--- src/rtl/mem_arbiter_if.sv ---
// Bus bundle between the two caches, the arbiter and memory.
`ifndef BUS_NONE
`define BUS_NONE  2'h0
`endif
`ifndef BUS_LOAD
`define BUS_LOAD  2'h1
`endif
`ifndef BUS_STORE
`define BUS_STORE 2'h2
`endif

interface mem_arbiter_if #(
    parameter int unsigned XLEN = 32
) ();
    // Cache requests
    logic [1:0]      Icache2mem_command;
    logic [XLEN-1:0] Icache2mem_addr;
    logic [1:0]      Dcache2mem_command;
    logic [XLEN-1:0] Dcache2mem_addr;
    logic [63:0]     Dcache2mem_data;
    // Memory side
    logic [1:0]      proc2mem_command;
    logic [XLEN-1:0] proc2mem_addr;
    logic [63:0]     proc2mem_data;
    logic [3:0]      mem2proc_response;
    logic [63:0]     mem2proc_data;
    logic [3:0]      mem2proc_tag;
    // Routed responses
    logic [3:0]      mem2Icache_response;
    logic [63:0]     mem2Icache_data;
    logic [3:0]      mem2Icache_tag;
    logic [3:0]      mem2Dcache_response;
    logic [63:0]     mem2Dcache_data;
    logic [3:0]      mem2Dcache_tag;

    // Arbiter side
    modport slave (
        input  Icache2mem_command, Icache2mem_addr,
        input  Dcache2mem_command, Dcache2mem_addr, Dcache2mem_data,
        input  mem2proc_response, mem2proc_data, mem2proc_tag,
        output proc2mem_command, proc2mem_addr, proc2mem_data,
        output mem2Icache_response, mem2Icache_data, mem2Icache_tag,
        output mem2Dcache_response, mem2Dcache_data, mem2Dcache_tag
    );

    // Environment side (caches plus memory model)
    modport master (
        output Icache2mem_command, Icache2mem_addr,
        output Dcache2mem_command, Dcache2mem_addr, Dcache2mem_data,
        output mem2proc_response, mem2proc_data, mem2proc_tag,
        input  proc2mem_command, proc2mem_addr, proc2mem_data,
        input  mem2Icache_response, mem2Icache_data, mem2Icache_tag,
        input  mem2Dcache_response, mem2Dcache_data, mem2Dcache_tag
    );
endinterface

--- src/rtl/mem_arbiter.sv ---
// Two-requester memory arbiter: dcache priority with icache anti-starvation,
// tag-based completion routing and per-requester outstanding load counts.
`ifndef BUS_NONE
`define BUS_NONE  2'h0
`endif
`ifndef BUS_LOAD
`define BUS_LOAD  2'h1
`endif
`ifndef BUS_STORE
`define BUS_STORE 2'h2
`endif

module mem_arbiter #(
    parameter int unsigned STARVE_LIMIT = 4,
    parameter int unsigned XLEN         = 32
) (
    input  logic          clock,
    input  logic          reset,   // active low, asynchronous
    mem_arbiter_if.slave  bus,
    output logic [3:0]    icache_outstanding,
    output logic [3:0]    dcache_outstanding,
    output logic          tag_error
);

    localparam int unsigned SW = (STARVE_LIMIT > 0) ? $clog2(STARVE_LIMIT + 1) : 1;
    localparam logic [SW-1:0] StarveMax = SW'(STARVE_LIMIT);
    localparam logic OwnIcache = 1'b0;
    localparam logic OwnDcache = 1'b1;

    logic [15:0]   valid_q, valid_d;
    logic [15:0]   owner_q, owner_d;
    logic [3:0]    icnt_q, icnt_d;
    logic [3:0]    dcnt_q, dcnt_d;
    logic [SW-1:0] starve_q, starve_d;
    logic          tag_error_q, tag_error_d;

    logic i_req, d_req, grant_i, grant_d;
    logic accepted, load_acc, cpl_hit, cpl_miss, cpl_owner;
    logic inc_i, dec_i, inc_d, dec_d;

    // Grant decision, command muxing and response/completion routing.
    always_comb begin
        bus.proc2mem_command    = `BUS_NONE;
        bus.proc2mem_addr       = '0;
        bus.proc2mem_data       = '0;
        bus.mem2Icache_response = '0;
        bus.mem2Icache_data     = '0;
        bus.mem2Icache_tag      = '0;
        bus.mem2Dcache_response = '0;
        bus.mem2Dcache_data     = '0;
        bus.mem2Dcache_tag      = '0;

        // An icache store is not a legal request and is ignored.
        i_req = (bus.Icache2mem_command == `BUS_LOAD);
        d_req = (bus.Dcache2mem_command == `BUS_LOAD) ||
                (bus.Dcache2mem_command == `BUS_STORE);

        grant_i = i_req && (!d_req || (starve_q == StarveMax));
        grant_d = d_req && !grant_i;

        if (grant_i) begin
            bus.proc2mem_command    = `BUS_LOAD;
            bus.proc2mem_addr       = bus.Icache2mem_addr;
            bus.mem2Icache_response = bus.mem2proc_response;
        end else if (grant_d) begin
            bus.proc2mem_command    = bus.Dcache2mem_command;
            bus.proc2mem_addr       = bus.Dcache2mem_addr;
            bus.mem2Dcache_response = bus.mem2proc_response;
            if (bus.Dcache2mem_command == `BUS_STORE) begin
                bus.proc2mem_data = bus.Dcache2mem_data;
            end
        end

        accepted = (grant_i || grant_d) && (bus.mem2proc_response != 4'd0);
        load_acc = accepted && (bus.proc2mem_command == `BUS_LOAD);

        cpl_owner = owner_q[bus.mem2proc_tag];
        cpl_hit   = (bus.mem2proc_tag != 4'd0) && valid_q[bus.mem2proc_tag];
        cpl_miss  = (bus.mem2proc_tag != 4'd0) && !valid_q[bus.mem2proc_tag];

        if (cpl_hit && (cpl_owner == OwnIcache)) begin
            bus.mem2Icache_tag  = bus.mem2proc_tag;
            bus.mem2Icache_data = bus.mem2proc_data;
        end
        if (cpl_hit && (cpl_owner == OwnDcache)) begin
            bus.mem2Dcache_tag  = bus.mem2proc_tag;
            bus.mem2Dcache_data = bus.mem2proc_data;
        end

        // Nothing leaks to memory or the caches while held in reset.
        if (!reset) begin
            bus.proc2mem_command    = `BUS_NONE;
            bus.proc2mem_addr       = '0;
            bus.proc2mem_data       = '0;
            bus.mem2Icache_response = '0;
            bus.mem2Icache_data     = '0;
            bus.mem2Icache_tag      = '0;
            bus.mem2Dcache_response = '0;
            bus.mem2Dcache_data     = '0;
            bus.mem2Dcache_tag      = '0;
        end
    end

    // Next-state for owner table, outstanding counters, starvation and tag error.
    always_comb begin
        valid_d     = valid_q;
        owner_d     = owner_q;
        icnt_d      = icnt_q;
        dcnt_d      = dcnt_q;
        starve_d    = starve_q;
        tag_error_d = tag_error_q | cpl_miss;

        // Clear before set so a same-cycle re-accept of the tag wins.
        if (cpl_hit) begin
            valid_d[bus.mem2proc_tag] = 1'b0;
        end
        if (load_acc) begin
            valid_d[bus.mem2proc_response] = 1'b1;
            owner_d[bus.mem2proc_response] = grant_d ? OwnDcache : OwnIcache;
        end

        inc_i = load_acc && grant_i;
        inc_d = load_acc && grant_d;
        dec_i = cpl_hit && (cpl_owner == OwnIcache);
        dec_d = cpl_hit && (cpl_owner == OwnDcache);

        if (inc_i && !dec_i && (icnt_q != 4'd15)) begin
            icnt_d = icnt_q + 4'd1;
        end else if (dec_i && !inc_i && (icnt_q != 4'd0)) begin
            icnt_d = icnt_q - 4'd1;
        end
        if (inc_d && !dec_d && (dcnt_q != 4'd15)) begin
            dcnt_d = dcnt_q + 4'd1;
        end else if (dec_d && !inc_d && (dcnt_q != 4'd0)) begin
            dcnt_d = dcnt_q - 4'd1;
        end

        // Granted-but-rejected icache keeps its priority for the retry.
        if (!i_req) begin
            starve_d = '0;
        end else if (!grant_i) begin
            if (starve_q != StarveMax) begin
                starve_d = starve_q + SW'(1);
            end
        end else if (accepted) begin
            starve_d = '0;
        end
    end

    // State registers with asynchronous active-low reset.
    always_ff @(posedge clock or negedge reset) begin
        if (!reset) begin
            valid_q     <= '0;
            owner_q     <= '0;
            icnt_q      <= '0;
            dcnt_q      <= '0;
            starve_q    <= '0;
            tag_error_q <= 1'b0;
        end else begin
            valid_q     <= valid_d;
            owner_q     <= owner_d;
            icnt_q      <= icnt_d;
            dcnt_q      <= dcnt_d;
            starve_q    <= starve_d;
            tag_error_q <= tag_error_d;
        end
    end

    // Status outputs follow state directly.
    always_comb begin
        icache_outstanding = icnt_q;
        dcache_outstanding = dcnt_q;
        tag_error          = tag_error_q;
    end

endmodule

--- src/flat_wrapper.sv ---
// flat-port wrapper written by rule: the top's interface ports become plain ports
module mem_arbiter_flat 
#(
    parameter int unsigned STARVE_LIMIT = 4,
    parameter int unsigned XLEN         = 32
)
  (clock, reset, icache_outstanding, dcache_outstanding, tag_error, bus_Icache2mem_command, bus_Icache2mem_addr, bus_Dcache2mem_command, bus_Dcache2mem_addr, bus_Dcache2mem_data, bus_mem2proc_response, bus_mem2proc_data, bus_mem2proc_tag, bus_proc2mem_command, bus_proc2mem_addr, bus_proc2mem_data, bus_mem2Icache_response, bus_mem2Icache_data, bus_mem2Icache_tag, bus_mem2Dcache_response, bus_mem2Dcache_data, bus_mem2Dcache_tag);
  mem_arbiter_if #(.XLEN(XLEN)) bus_i ();
  input  logic clock;
  input  logic reset;
  output logic [3:0] icache_outstanding;
  output logic [3:0] dcache_outstanding;
  output logic tag_error;
  input wire logic [$bits(bus_i.Icache2mem_command)-1:0] bus_Icache2mem_command;
  input wire logic [$bits(bus_i.Icache2mem_addr)-1:0] bus_Icache2mem_addr;
  input wire logic [$bits(bus_i.Dcache2mem_command)-1:0] bus_Dcache2mem_command;
  input wire logic [$bits(bus_i.Dcache2mem_addr)-1:0] bus_Dcache2mem_addr;
  input wire logic [$bits(bus_i.Dcache2mem_data)-1:0] bus_Dcache2mem_data;
  input wire logic [$bits(bus_i.mem2proc_response)-1:0] bus_mem2proc_response;
  input wire logic [$bits(bus_i.mem2proc_data)-1:0] bus_mem2proc_data;
  input wire logic [$bits(bus_i.mem2proc_tag)-1:0] bus_mem2proc_tag;
  output wire logic [$bits(bus_i.proc2mem_command)-1:0] bus_proc2mem_command;
  output wire logic [$bits(bus_i.proc2mem_addr)-1:0] bus_proc2mem_addr;
  output wire logic [$bits(bus_i.proc2mem_data)-1:0] bus_proc2mem_data;
  output wire logic [$bits(bus_i.mem2Icache_response)-1:0] bus_mem2Icache_response;
  output wire logic [$bits(bus_i.mem2Icache_data)-1:0] bus_mem2Icache_data;
  output wire logic [$bits(bus_i.mem2Icache_tag)-1:0] bus_mem2Icache_tag;
  output wire logic [$bits(bus_i.mem2Dcache_response)-1:0] bus_mem2Dcache_response;
  output wire logic [$bits(bus_i.mem2Dcache_data)-1:0] bus_mem2Dcache_data;
  output wire logic [$bits(bus_i.mem2Dcache_tag)-1:0] bus_mem2Dcache_tag;
  assign bus_i.Icache2mem_command = bus_Icache2mem_command;
  assign bus_i.Icache2mem_addr = bus_Icache2mem_addr;
  assign bus_i.Dcache2mem_command = bus_Dcache2mem_command;
  assign bus_i.Dcache2mem_addr = bus_Dcache2mem_addr;
  assign bus_i.Dcache2mem_data = bus_Dcache2mem_data;
  assign bus_i.mem2proc_response = bus_mem2proc_response;
  assign bus_i.mem2proc_data = bus_mem2proc_data;
  assign bus_i.mem2proc_tag = bus_mem2proc_tag;
  assign bus_proc2mem_command = bus_i.proc2mem_command;
  assign bus_proc2mem_addr = bus_i.proc2mem_addr;
  assign bus_proc2mem_data = bus_i.proc2mem_data;
  assign bus_mem2Icache_response = bus_i.mem2Icache_response;
  assign bus_mem2Icache_data = bus_i.mem2Icache_data;
  assign bus_mem2Icache_tag = bus_i.mem2Icache_tag;
  assign bus_mem2Dcache_response = bus_i.mem2Dcache_response;
  assign bus_mem2Dcache_data = bus_i.mem2Dcache_data;
  assign bus_mem2Dcache_tag = bus_i.mem2Dcache_tag;
  mem_arbiter #(.STARVE_LIMIT(STARVE_LIMIT), .XLEN(XLEN)) u_core (.clock(clock), .reset(reset), .bus(bus_i), .icache_outstanding(icache_outstanding), .dcache_outstanding(dcache_outstanding), .tag_error(tag_error));
endmodule
--- config.mk ---
export PLATFORM = sky130hd
export DESIGN_NAME = mem_arbiter_flat
export DESIGN_NICKNAME = d
export VERILOG_FILES = /design/src/rtl/mem_arbiter_if.sv /design/src/rtl/mem_arbiter.sv /design/src/flat_wrapper.sv
export SDC_FILE = /design/constraint.sdc
export NUM_CORES = 1
export LEC_CHECK = 0
export CAP_MARGIN = 10
export CORE_AREA = 8 8 170 172
export CTS_CLUSTER_DIAMETER = 200
export DETAILED_ROUTE_END_ITERATION = 8
export DIE_AREA = 0 0 178 180
export PLACE_DENSITY_LB_ADDON = 0.1
export REMOVE_ABC_BUFFERS = 1
export SLEW_MARGIN = 20
export SYNTH_ARGS = -nofsm -noshare
export SYNTH_HDL_FRONTEND = slang
export SYNTH_SLANG_ARGS = --single-unit
--- constraint.sdc ---
create_clock -name clock -period 4.3 [get_ports clock]
set_input_delay 0.645 -clock clock [delete_from_list [all_inputs] [get_ports clock]]
set_output_delay 0.645 -clock clock [all_outputs]
set_load 0.02 [all_outputs]
After elaboration in Yosys (flattened, before gate mapping)

Cells that the tools add are included.

Register bits: 44
Input port bits: 206
Output and inout bits: 251
Logic and storage cells: 110

$add $sub $neg: 5
$lt $le $gt $ge: 4
Eq/ne operators: 10
Mux-type cells: 43
Bitwise logic cells: 5
Reductions and logical operators: 37

Operators with widths:

| cell                                                                                 | count |
|---|---|
| 64-bit 2-to-1 mux                                                                    | 8 |
| 32-bit 2-to-1 mux                                                                    | 3 |
| 4-bit 2-to-1 mux                                                                     | 13 |
| 16-bit 2-to-1 mux                                                                    | 2 |
| 1-bit logical AND                                                                    | 20 |
| 16-bit bitwise AND                                                                   | 1 |
| 16-bit bitwise mux                                                                   | 1 |
| 16-bit NOT                                                                           | 1 |
| 16-bit OR                                                                            | 1 |
| 4-bit nonzero test                                                                   | 4 |
| 3-bit 2-to-1 mux                                                                     | 4 |
| 4-bit by 5-bit < comparator with 1-bit output (second input constant)                | 2 |
| 3-bit inequality test (second input constant)                                        | 3 |
| 4-bit by 1-bit adder with 4-bit output (second input constant)                       | 2 |
| 1-bit binary-select mux with 4-bit select                                            | 2 |
| 1-bit demux with 4-bit select                                                        | 2 |
| 4-bit by 1-bit greater-or-equal comparator with 1-bit output (second input constant) | 2 |
| 4-bit inequality test (second input constant)                                        | 2 |
| 4-bit by 1-bit subtractor with 4-bit output (second input constant)                  | 2 |
| 1-bit logical NOT                                                                    | 7 |
| 2-bit by 1-bit == test with 1-bit output (second input constant)                     | 3 |
| 2-bit 2-to-1 mux                                                                     | 3 |
| 1-bit 2-to-1 mux                                                                     | 5 |
| 2-bit nonzero test                                                                   | 2 |
| other kinds (7)                                                                      | 9 |

Logic depth before layout (Yosys ltp)

Gate-level depths: netlist (run 1).

Word-level depth: 17
Gate-level depth with buffers: 17
Gate-level depth less buffers: 14

Worst setup path before layout (run 1)

OpenSTA, ideal clock, no wires.

Path kind: input to register
From: in bus_mem2proc_tag[0]
To: reg u_core.icnt_q[3] (netlist: u_core.icache_outstanding[3])
Library setup time: 131 ps
Data arrival time: 3404 ps
Data required time: 4169 ps
Setup slack: 766 ps
Stages on the path: 14
Path buffers: 3
Cells stage by stage: mux4_1 mux2_4 a32oi_2 or2_1 buf_4 buf_2 buf_2 nand2_1 ha_1 a21o_1 a21oi_1 o21ai_0 o31a_1 xnor2_1

Cells in the longest elaborated chain, start to end: 8
Elaborated cells between the ends (all ways): 15
Classes of those cells: 5 x mux; 1 x bitwise; 9 x reduce/logical

RTL lines:

| item                                                                | RTL line                              | source |
|---|---|---|
| start, declared                                                     | flat_wrapper.sv:21                    | `input wire logic [$bits(bus_i.mem2proc_tag)-1:0] bus_mem2proc_tag;` |
| 1-bit binary-select mux with 4-bit select, on equally long branches | mem_arbiter.sv:78, mem_arbiter.sv:77  |  |
| 1-bit 2-to-1 mux, on equally long branches                          | mem_arbiter.sv:78, mem_arbiter.sv:77  |  |
| 1-bit logical AND or 1-bit NOT (tied branches)                      | mem_arbiter.sv:78, mem_arbiter.sv:124 |  |
| 1-bit logical AND (*)                                               | mem_arbiter.sv:124                    | `dec_i = cpl_hit && (cpl_owner == OwnIcache);` |
| 1-bit logical NOT                                                   | mem_arbiter.sv:127                    | `if (inc_i && !dec_i && (icnt_q != 4'd15)) begin` |
| 1-bit logical AND (2 in series)                                     | mem_arbiter.sv:127                    |  |
| 4-bit 2-to-1 mux or 2-bit nonzero test (tied branches)              | n/a                                   |  |
| end signal, assigned                                                | mem_arbiter.sv:162                    | `icnt_q <= icnt_d;` |
| end, declared                                                       | mem_arbiter.sv:32                     | `logic [3:0] icnt_q, icnt_d;` |

Mark *: on every way between the ends. The rest lies on a longest branch, timed or not. The select of a mux whose other input is x is not followed.
A chain may end at the register's enable or synchronous reset.

Worst setup path after layout (run 1)

From: in bus_mem2proc_tag[3]
To: out bus_mem2Dcache_data[9]

Cells in the longest elaborated chain, start to end: 6
Elaborated cells between the ends (all ways): 9
Classes of those cells: 6 x mux; 3 x reduce/logical

RTL lines:

| item                                      | RTL line           | source |
|---|---|---|
| 1-bit binary-select mux with 4-bit select | mem_arbiter.sv:78  | `cpl_hit = (bus.mem2proc_tag != 4'd0) && valid_q[bus.mem2proc_tag];` |
| 1-bit 2-to-1 mux (not written as such)    | mem_arbiter.sv:78  |  |
| 1-bit logical AND                         | mem_arbiter.sv:78  |  |
| 1-bit logical AND (*)                     | mem_arbiter.sv:85  | `if (cpl_hit && (cpl_owner == OwnDcache)) begin` |
| 64-bit 2-to-1 mux (*)                     | mem_arbiter.sv:85  |  |
| 64-bit 2-to-1 mux (*)                     | mem_arbiter.sv:91  | `if (!reset) begin` |
| end, declared                             | flat_wrapper.sv:29 | `output wire logic [$bits(bus_i.mem2Dcache_data)-1:0] bus_mem2Dcache_data;` |

Marked as above.

==> out/qor.yml, run 1 <==
floorplanning:
  num_io_pins: 457
  core_area_sq_um: 26400
  initial_core_util_pct: 17.2
  fp.dieH_um: 180
  floorplan.rows: 60
  die_area_sq_um: 32000
  die_x_um: 178
sta:
  final_hold_viol_count: 0
  skew_ns: 0.00515
  finalWorstPathRequiredPeriod_ns: 4.17
  worst-slew-pin-transition_ns: 0.708
  grt_setup_unrepaired: "false"
  clock.fmax_ghz: 0.240
  finalMaxSlewViolations: 0
  slew_headroom_pct: 52.3
  finalWorstSetupSlack_ns: 0.130
  finalHoldWorstSlack_ns: 0.247
  post-route-period-util_pct: 97.0
  final_count_of_negative_setup_slack_endpoints: 0
route:
  number_of_drc_markers_after_the_initial_detailed_route_iteration: 390
  remaining_drc_errors: 0
  routed-via-count: 6045
  drt.antenna.violating_nets: 0
  route.detailed.wl_per_inst_um: 23.2
  avgViaCountPerCell: 4.22
  routed_wirelength_mm: 33.2
  drt_pre_antenna_iters: 5
synth:
  seq_area_frac_synth_pct: 24.3
  postSynthAreaPerCell_sq_um: 6.93
  ys_warn_count: 0
  synth_largest_area_cell: "sky130_fd_sc_hd__dfrtp_1"
  synth_cell_types: 44
  synth_enable_flop_cells: 0
  synth_seq_cells: 44
  most_common_flop_cell_mapped_by_yosys: "sky130_fd_sc_hd__dfrtp_1"
  synth_top_cells_by_area: "sky130_fd_sc_hd__dfrtp_1 (24%), sky130_fd_sc_hd__nor2_1 (12%), sky130_fd_sc_hd__nand2_1 (11%)"
  syn_area_sq_um: 4530
  synthDominantCellAreaShare_pct: 24.3
  syn-instance-count: 653
  synth_async_sr_flop_share_pct: 100
critical_path:
  worst_r2r_endpoint: "u_core.dcache_outstanding[3]"
  worst-setup-path-type: "input port to output port"
  ff2ff_setup_slack_ns: 1.08
  critPathTopFamily: "buffers and inverters"
  max_stage_delay_ns: 0.77
  worstPathBufferInverterCount: 4
  worst_path_max_delay_cell: "sky130_fd_sc_hd__clkdlybuf4s50_1"
  critical_path.reg2reg.startpoint: "u_core.valid_q[8]"
  worst_ep_arrival_time_ns: 3.52
  timing.reg2reg.worst_path_depth: 13
  start_kind: "input port"
  cp_max_fo: 21
  crit_path_end_kind: "output port"
  timing.critical_path.cells: "clkdlybuf4s50_1 > mux2_2 > o22a_1 > a32oi_2 > a41o_2 > buf_12 > buf_12 > nor2_1 > clkdlybuf4s50_1"
  timing.critical_path.required_ns: 3.65
place:
  io_buffer_count: 456
  placement.setup.worst_slack_ns: 0.0432
  routability_congestion_estimate: 0.832
  dp_hpwl_mm: 27.8
  place_inst: 1423
cells_and_area:
  multi_input_area_sq_um: 3170
  layout.filler_cells: 2786
  area_delta_synth_final_pct: 117
  layout_commonest_cell: "sky130_fd_sc_hd__clkdlybuf4s50_1"
  mostFrequentLayoutCells: "sky130_fd_sc_hd__clkdlybuf4s50_1 (425), sky130_fd_sc_hd__nor2_1 (142), sky130_fd_sc_hd__nand2_1 (129)"
  final_cells: 1432
  layout.area.seq_sq_um: 1100
  nets: 1304
  layout_cells_sized_above_1_pct: 7.98
clock_network:
  cts_tree: "yes"
  worstSkewPairLatency_ns: 0.29
  cts-htree-levels: 2
  hold_buffer_count_at_cts: 0
  root_buffer: "sky130_fd_sc_hd__clkbuf_16"
  cts_num_sinks: 44
  clk_pin_slew_ns: 0.06
  tritoncts.num_buffers: 5
  cts_buffer_depth: 2
pwr:
  power.ir.vdd_worst_mv: 0.243
  design_power_total_mw: 2.35
  p_leak_nw: 4.15
  powerDensity_nw_per_um2: 240
grt:
  via_count_of_the_first_global_routing_pass: 6042
  globalRouteTotalUtil_pct: 19.4
  grt_max_degree: 86
  initial_antenna_violation_count: 6
  globalRoute.totalOverflow: 0
  grtUsageMet2_pct: 34.0
  groute.layer.met1.usage_pct: 22.3
  most_congested_layer_reported_by_global_routing: "met2"
  met3_layer_usage_reported_by_global_route_pct: 7.42
  wire_length_of_the_first_global_routing_pass_mm: 45.9
worst_hold_path:
  timing.hold.worst.class: "input port to async pin"
status:
  outcome: "completed"
flow_run:
  maxCapViolCount: 0
## what timing repair did
| item | 4_1_cts | 5_1_grt |
|---|---|---|
| endpoints found under the setup margin | 0 | 58 |
| resized for setup | 0 | 19 |
| buffers inserted | 0 | 0 |
## metrics by stage
stage               setup TNS, ns  area, sq um  util (%)
global route                    0         9810      37.2
floorplan                  -0.176         4280         -
detailed placement              0         9590      36.4
global placement                0         9590      36.4
CTS                             0         9760      37.1
finish                          0         9810      37.2
## power breakdown
| group | switching, mW | internal, mW |
|---|---|---|
| Sequential | 0.116 | 0.518 |
| Combinational | 0.596 | 0.665 |
| Clock | 0.165 | 0.291 |
| Total | 0.877 | 1.47 |
## cell families after synthesis
logic type | after synthesis | synth area share, %
DFF | 44 | 24.3
and+or+nand+nor | 425 | 44.6
AOI/OAI and AO/OA | 74 | 11.0
muxes | 33 | 10.3
buffers and inverters | 62 | 5.78
xor gates and xnor gates | 6 | 1.16
adders and majority gates | 9 | 2.82
## cell usage after synthesis (all sizes together) (2+ instances only)
cell type,instances
and2,66
nor2,143
and3,18
nand3,4
a21boi,33
nor2b,3
fa,2
a21o,3
mux4,6
mux2i,3
or2,4
nor4,3
xor2,2
nand3b,34
buf,17
clkbuf,40
nor3,5
nand2b,9
a21oi,3
xnor2,4
nand4,3
inv,5
o22a,3
ha,7
o21ai,26
mux2,24
dfrtp,44
nand2,129
## how the worst max path moves through the flow
stage	from	to	slack, ns	cells after the start
2_1_floorplan	bus_mem2proc_tag[0]	u_core.icache_outstanding[3]	-0.12	11
3_3_place_gp	bus_mem2proc_tag[3]	bus_mem2Icache_data[22]	0.06	8
3_5_place_dp	bus_mem2proc_tag[0]	bus_mem2Icache_data[9]	0.04	9
4_1_cts	bus_mem2proc_tag[0]	bus_mem2Icache_data[9]	0.04	9
5_1_grt	bus_mem2proc_tag[3]	bus_mem2Icache_data[25]	0.04	8
6_report	bus_mem2proc_tag[3]	bus_mem2Dcache_data[9]	0.13	9
## cell type report
cell class / count / share of cell area [%]
antenna: 1 / 0.0255
clock buffer: 6 / 1.42
clock inverter: 2 / 0.395
inverter: 5 / 0.191
multi-input combinational: 547 / 32.3
sequential: 44 / 11.2
tap: 341 / 4.35
timing repair buffer: 486 / 50.1
## routing by layer
metal | vias to the layer above | part of all wire [%] | routed length, um
li1 | 3001 | - | -
met1 | 2765 | 39 | 13000
met2 | 239 | 49 | 16300
met3 | 28 | 10 | 3430
met4 | 12 | 1.1 | 359
met5 | - | 0.23 | 75
## state kept, by name, indices dropped and copies added, names as in the netlist
register and count:
u_core.icache_outstanding 4, u_core.valid_q 16, u_core.dcache_outstanding 4, u_core.owner_q 16, u_core.starve_q 3, u_core.tag_error 1
Note: power is estimated with default switching activity, not from simulation.
==> run 2, diff against run 1 <==
--- a/config.mk
+++ b/config.mk
@@ -12,7 +12,6 @@
 export DIE_AREA = 0 0 178 180
 export PLACE_DENSITY_LB_ADDON = 0.1
 export REMOVE_ABC_BUFFERS = 1
-export SLEW_MARGIN = 20
 export SYNTH_ARGS = -nofsm -noshare
 export SYNTH_HDL_FRONTEND = slang
 export SYNTH_SLANG_ARGS = --single-unit
==> results of run 2 <==
The final DEF is identical to that of run 1; final timing and power are the same.
